--- src/rtl/param_int_packer_pkg.sv ---
// Shared helpers and default widths for the integer lane packer.
package param_int_pkg;

  // Smallest r with 2**r >= v; elaboration-time only.
  function automatic int unsigned clog2(input int unsigned v);
    int unsigned r;
    r = 0;
    for (int i = 0; i < 32; i++) begin
      if ((32'd1 << i) < v) begin
        r = i + 1;
      end
    end
    return r;
  endfunction

  localparam int unsigned DEFAULT_NUM_INPUTS = 9;
  localparam int unsigned LANE_IDX_W = clog2(DEFAULT_NUM_INPUTS);
  localparam int unsigned LANE_CNT_W = clog2(DEFAULT_NUM_INPUTS + 1);

endpackage

--- src/rtl/param_int_packer_if.sv ---
// Word-in / packed-group-out handshake bundle for the lane packer.
interface param_int_packer_if #(
  parameter int unsigned DATA_WIDTH = 32,
  parameter int unsigned NUM_INPUTS = 9
);
  import param_int_pkg::*;

  localparam int unsigned CNT_W = clog2(NUM_INPUTS + 1);

  logic                               s_valid;
  logic                               s_ready;
  logic signed [DATA_WIDTH-1:0]       s_data;
  logic                               s_last;
  logic                               s_flush;
  logic                               m_valid;
  logic                               m_ready;
  logic [NUM_INPUTS*DATA_WIDTH-1:0]   m_data;
  logic [CNT_W-1:0]                   m_lanes;

  // Producer/consumer side of the packer.
  modport master (
    output s_valid, s_data, s_last, s_flush, m_ready,
    input  s_ready, m_valid, m_data, m_lanes
  );

  // The packer itself.
  modport slave (
    input  s_valid, s_data, s_last, s_flush, m_ready,
    output s_ready, m_valid, m_data, m_lanes
  );

endinterface

--- src/rtl/param_int_packer.sv ---
// Double-buffered packer: serial signed words fill lanes 0.. of a group, full or
// s_last-terminated groups move to an output register presented with valid/ready.
module param_int_packer
  import param_int_pkg::*;
#(
  parameter int unsigned DATA_WIDTH = 32,
  parameter int unsigned NUM_INPUTS = 9
) (
  input logic              clk,
  input logic              rst,
  param_int_packer_if.slave bus
);

  localparam int unsigned IDX_W = clog2(NUM_INPUTS);
  localparam int unsigned CNT_W = clog2(NUM_INPUTS + 1);
  localparam int unsigned BUS_W = NUM_INPUTS * DATA_WIDTH;
  localparam logic [IDX_W-1:0] LAST_IDX = IDX_W'(NUM_INPUTS - 1);

  logic [IDX_W-1:0] cnt_q, cnt_d;
  logic [BUS_W-1:0] fill_q, fill_d;
  logic [BUS_W-1:0] out_q, out_d;
  logic [CNT_W-1:0] lanes_q, lanes_d;
  logic             valid_q, valid_d;

  logic cnt_last;
  logic out_free;
  logic ready;
  logic accept;
  logic complete;

  assign cnt_last = (cnt_q == LAST_IDX);
  assign out_free = !valid_q || bus.m_ready;
  // A completing word (count-full or s_last) may only enter when the output slot frees.
  assign ready    = !bus.s_flush && ((!cnt_last && !bus.s_last) || out_free);
  assign accept   = bus.s_valid && ready;
  assign complete = accept && (cnt_last || bus.s_last);

  assign bus.s_ready = ready;
  assign bus.m_valid = valid_q;
  assign bus.m_data  = out_q;
  assign bus.m_lanes = lanes_q;

  always_comb begin
    cnt_d   = cnt_q;
    fill_d  = fill_q;
    out_d   = out_q;
    lanes_d = lanes_q;
    valid_d = valid_q && !bus.m_ready;
    if (bus.s_flush) begin
      cnt_d  = '0;
      fill_d = '0;
    end else if (accept) begin
      if (complete) begin
        out_d = fill_q;
        out_d[int'(cnt_q) * DATA_WIDTH +: DATA_WIDTH] = bus.s_data;
        lanes_d = CNT_W'(cnt_q) + CNT_W'(1);
        valid_d = 1'b1;
        cnt_d   = '0;
        fill_d  = '0;
      end else begin
        fill_d[int'(cnt_q) * DATA_WIDTH +: DATA_WIDTH] = bus.s_data;
        cnt_d = cnt_q + IDX_W'(1);
      end
    end
  end

  always_ff @(posedge clk or posedge rst) begin
    if (rst) begin
      cnt_q   <= '0;
      fill_q  <= '0;
      out_q   <= '0;
      lanes_q <= '0;
      valid_q <= 1'b0;
    end else begin
      cnt_q   <= cnt_d;
      fill_q  <= fill_d;
      out_q   <= out_d;
      lanes_q <= lanes_d;
      valid_q <= valid_d;
    end
  end

endmodule

--- src/flat_wrapper.sv ---
// flat-port wrapper written by rule: the top's interface ports become plain ports
module param_int_packer_flat import param_int_pkg::*;
#(
  parameter int unsigned DATA_WIDTH = 32,
  parameter int unsigned NUM_INPUTS = 9
)
  (clk, rst, bus_s_valid, bus_s_data, bus_s_last, bus_s_flush, bus_m_ready, bus_s_ready, bus_m_valid, bus_m_data, bus_m_lanes);
  param_int_packer_if #(.DATA_WIDTH(DATA_WIDTH), .NUM_INPUTS(NUM_INPUTS)) bus_i ();
  input logic clk;
  input logic rst;
  input wire logic [$bits(bus_i.s_valid)-1:0] bus_s_valid;
  input wire logic [$bits(bus_i.s_data)-1:0] bus_s_data;
  input wire logic [$bits(bus_i.s_last)-1:0] bus_s_last;
  input wire logic [$bits(bus_i.s_flush)-1:0] bus_s_flush;
  input wire logic [$bits(bus_i.m_ready)-1:0] bus_m_ready;
  output wire logic [$bits(bus_i.s_ready)-1:0] bus_s_ready;
  output wire logic [$bits(bus_i.m_valid)-1:0] bus_m_valid;
  output wire logic [$bits(bus_i.m_data)-1:0] bus_m_data;
  output wire logic [$bits(bus_i.m_lanes)-1:0] bus_m_lanes;
  assign bus_i.s_valid = bus_s_valid;
  assign bus_i.s_data = bus_s_data;
  assign bus_i.s_last = bus_s_last;
  assign bus_i.s_flush = bus_s_flush;
  assign bus_i.m_ready = bus_m_ready;
  assign bus_s_ready = bus_i.s_ready;
  assign bus_m_valid = bus_i.m_valid;
  assign bus_m_data = bus_i.m_data;
  assign bus_m_lanes = bus_i.m_lanes;
  param_int_packer #(.DATA_WIDTH(DATA_WIDTH), .NUM_INPUTS(NUM_INPUTS)) u_core (.clk(clk), .rst(rst), .bus(bus_i));
endmodule
--- config.mk ---
export PLATFORM = sky130hd
export DESIGN_NAME = param_int_packer_flat
export DESIGN_NICKNAME = d
export VERILOG_FILES = /design/src/rtl/param_int_packer_pkg.sv /design/src/rtl/param_int_packer_if.sv /design/src/rtl/param_int_packer.sv /design/src/flat_wrapper.sv
export SDC_FILE = /design/constraint.sdc
export NUM_CORES = 1
export LEC_CHECK = 0
export CORE_MARGIN = 3
export CORE_UTILIZATION = 40
export CTS_CLUSTER_SIZE = 24
export DETAILED_ROUTE_END_ITERATION = 6
export GPL_TIMING_DRIVEN = 0
export PLACE_DENSITY = 0.67
export REMOVE_ABC_BUFFERS = 1
export SLEW_MARGIN = 20
export SYNTH_ARGS = -nofsm -noshare
export SYNTH_HDL_FRONTEND = slang
export SYNTH_SLANG_ARGS = --single-unit
--- constraint.sdc ---
create_clock -name clk -period 22.7 [get_ports clk]
set_input_delay 4.54 -clock clk [delete_from_list [all_inputs] [get_ports clk]]
set_output_delay 4.54 -clock clk [all_outputs]
set_load 0.1 [all_outputs]
==> out/results.ini <==
[placed_design]
dp_slack_ns=11.33
port_buffers=331
place_congestion=0.772
dpl.hpwl_um=50000
dp_cells=3227
placed_area_um2=29000

[final_layout]
diodes=0
nFillCells=5252
post-route-util_pct=51.4
final_cell_area_um2=31100
stdcell_count=3340
area_delta_synth_final_pct=26.4
drive_above_1_share_pct=9.15
multiInputGateArea_um2=9030
nNetsFinal=2549
seq_area_um2=14600

[routing]
highest_layer=met4
met1_length_um=33100
via_per_inst=5.76
wl_per_cell_um=22.5
wl_met3_um=5050
wl_met2_um=35000
vias=19200
drt_iter0_drc=1750
drc=0
drtPass1Iterations=6
ant_nets=0
routed_wl_um=75200

[floorplan]
dieArea_um2=64500
rows=90
io_pins=332
die_h_um=254
start_util_pct=40.6
floorplan.die.width_um=254
core_um2=60600

[critical_path]
path_cells=clkdlybuf4s50_1, o21bai_1, nor2b_1, clkdlybuf4s50_1
critical_path_class=in2out
start_kind=input port
reg2reg_from=u_core.cnt_q[0]$_DFFE_PP0P_
r2r_end=u_core.fill_q[66]$_DFFE_PP0P_
r2r_slack_ns=17.66
worst-path-max-fanout=5
cp-end-kind=output port
cp.required_ns=18.16
cp_common_cell=clkdlybuf4s50_1
r2r_cells=6
cpMaxStageDelayCell=clkdlybuf4s50_1
arrival_ns=6.85
critPathMaxStageDelay_ns=1.17

[yosys]
synth-edff-count=0
yosysWarnings=0
synthArstFlopShare_pct=100
synth-main-ff-cell=dfrtp_1
avgSynthCellArea_um2=10.7
ys_seq_area_share_pct=59.5
syn_area_um2=24600
ys_seq_elements=585
netlist_instances=2303
netlist-cell-type-count=58

[global_route]
grt_pass1_wl_um=116000
grt_pass1_vias=19200
grt_start_max_net_pins=113
overflow=0
grtUsageTotal_pct=22.9
antenna_found_initial=0

[clock_tree]
cts_resized=0
clockBufferDepth=3
htreeDepth=2
postCtsSetupBuffers=0
clk_latency_ns=0.62
cts.sinks=585
cts_tree=yes
clk_pin_slew_ns=0.06
cts_root_buffer=clkbuf_16
cts_buffers=61
postCtsHoldBufs=0

[sta]
period_share_pct=50.2
final.min_clock_period_ns=11.39
max_freq_mhz=87.8
finalSetupTns_ns=0
worstMarginPinSlew_ns=1.13
clock_skew_ns=0.0267
maxSlewHeadroom_pct=24.8
rsz0062_at_grt=no
setup_viol_count_final=0
setup_ws_ns=11.31
finalMaxSlewViolations=0
whs_ns=0.479
hold_viol_final=0

[power_and_ir_drop]
power_mw=2.89
powerDensity_nw_per_um2=92.8
p_leak_nw=12.9
peakVddDrop_v=0.0000626

[min_path]
min_to=u_core.bus.m_data[195]$_DFFE_PP0P_
worstHoldPathType=reg2reg
hp-start=u_core.bus.m_data[195]$_DFFE_PP0P_
hold_depth=2

[flow_run]
cap_violations=0

[status]
status=finished, final reports clean

==> cell families after synthesis <==
family,count (synthesis),share of synthesized area (%)
AO/OA/AOI/OAI,723,21.1
AND/OR/NAND/NOR,705,12.6
flip-flops,585,59.5
buffers and inverters,239,4.65
multiplexers,44,1.79
XOR/XNOR,4,0.173
adder cells (fa/ha/maj),3,0.153
==> layout by cell type, fill, tap and decap left out, drive strengths merged, types with 24 or more instances in the layout <==
master	count
mux2i	44
or3	35
dfrtp	585
o221a	32
nand3	115
clkdlybuf4s50	331
a22o	148
a21oi	142
o2bb2ai	116
nor2	203
o21ai	152
a31oi	96
a32o	24
nand2	300
buf	45
clkbuf	85
==> worst max-delay path: cells and delay by family <==
family / cells / cell delay (ns)
AOI/OAI and AO/OA: 1 / 0.31
and+or+nand+nor: 1 / 0.22
buffers and inverters: 2 / 1.78
==> Yosys cell counts (5+ instances only) <==
cell type / count / share of area (%)
dfrtp_1: 585 / 59
nand2_1: 299 / 4.6
nor2_1: 199 / 3.0
a22o_1: 148 / 5.3
a21oi_1: 138 / 2.8
nand3_1: 115 / 2.3
buf_2: 113 / 2.3
o21ai_0: 113 / 2.3
o2bb2ai_1: 106 / 3.8
clkbuf_1: 101 / 1.5
a31oi_1: 96 / 2.4
mux2i_1: 44 / 1.8
o21ai_1: 35 / 0.71
or3_1: 35 / 0.89
o221a_2: 29 / 1.3
a32o_1: 24 / 0.98
and3_1: 19 / 0.48
buf_6: 12 / 0.55
o2bb2ai_2: 10 / 0.61
a21o_1: 6 / 0.18
nor2b_1: 5 / 0.13
==> how the worst max path moves through the flow <==
stage               start                            endpoint  cells past startpoint
6_report       bus_s_last                         bus_s_ready                      4
5_1_grt        bus_s_last                         bus_s_ready                      4
4_1_cts        bus_s_last                         bus_s_ready                      4
3_5_place_dp   bus_s_last                         bus_s_ready                      4
3_3_place_gp          rst  u_core.bus.m_data[203]$_DFFE_PP0P_                      2
2_1_floorplan         rst    u_core.bus.m_data[0]$_DFFE_PP0P_                      1
==> where the power goes <==
part | switching, mW | leakage, nW | internal [mW]
Clock | 0.427 | 1.01 | 0.607
Sequential | 0.0448 | 7.85 | 1.10
Combinational | 0.555 | 4.01 | 0.154
Total | 1.03 | 12.9 | 1.86
==> metal layers <==
| layer | track usage, % | vias to the layer above |
|---|---|---|
| met5 | 0 | - |
| met4 | 7.00 | 0 |
| met3 | 3.87 | 125 |
| met2 | 36.4 | 708 |
| met1 | 32.4 | 9743 |
| li1 | - | 8669 |
==> state kept, by name, summed over array words and instances, names as in the netlist <==
signal              count
u_core.bus.m_lanes      4
u_core.fill_q         288
u_core.bus.m_valid      1
u_core.cnt_q            4
u_core.bus.m_data     288
==> final cells by class <==
class | count | share of cell area [%]
Sequential cell | 585 | 47.1
Tap cell | 782 | 3.14
Inverter | 5 | 0.0845
Clock buffer | 85 | 5.65
Timing Repair Buffer | 376 | 14.0
Multi-Input combinational cell | 1479 | 29.0
Clock inverter | 28 | 1.03
Note: power is estimated with default switching activity, not from simulation.
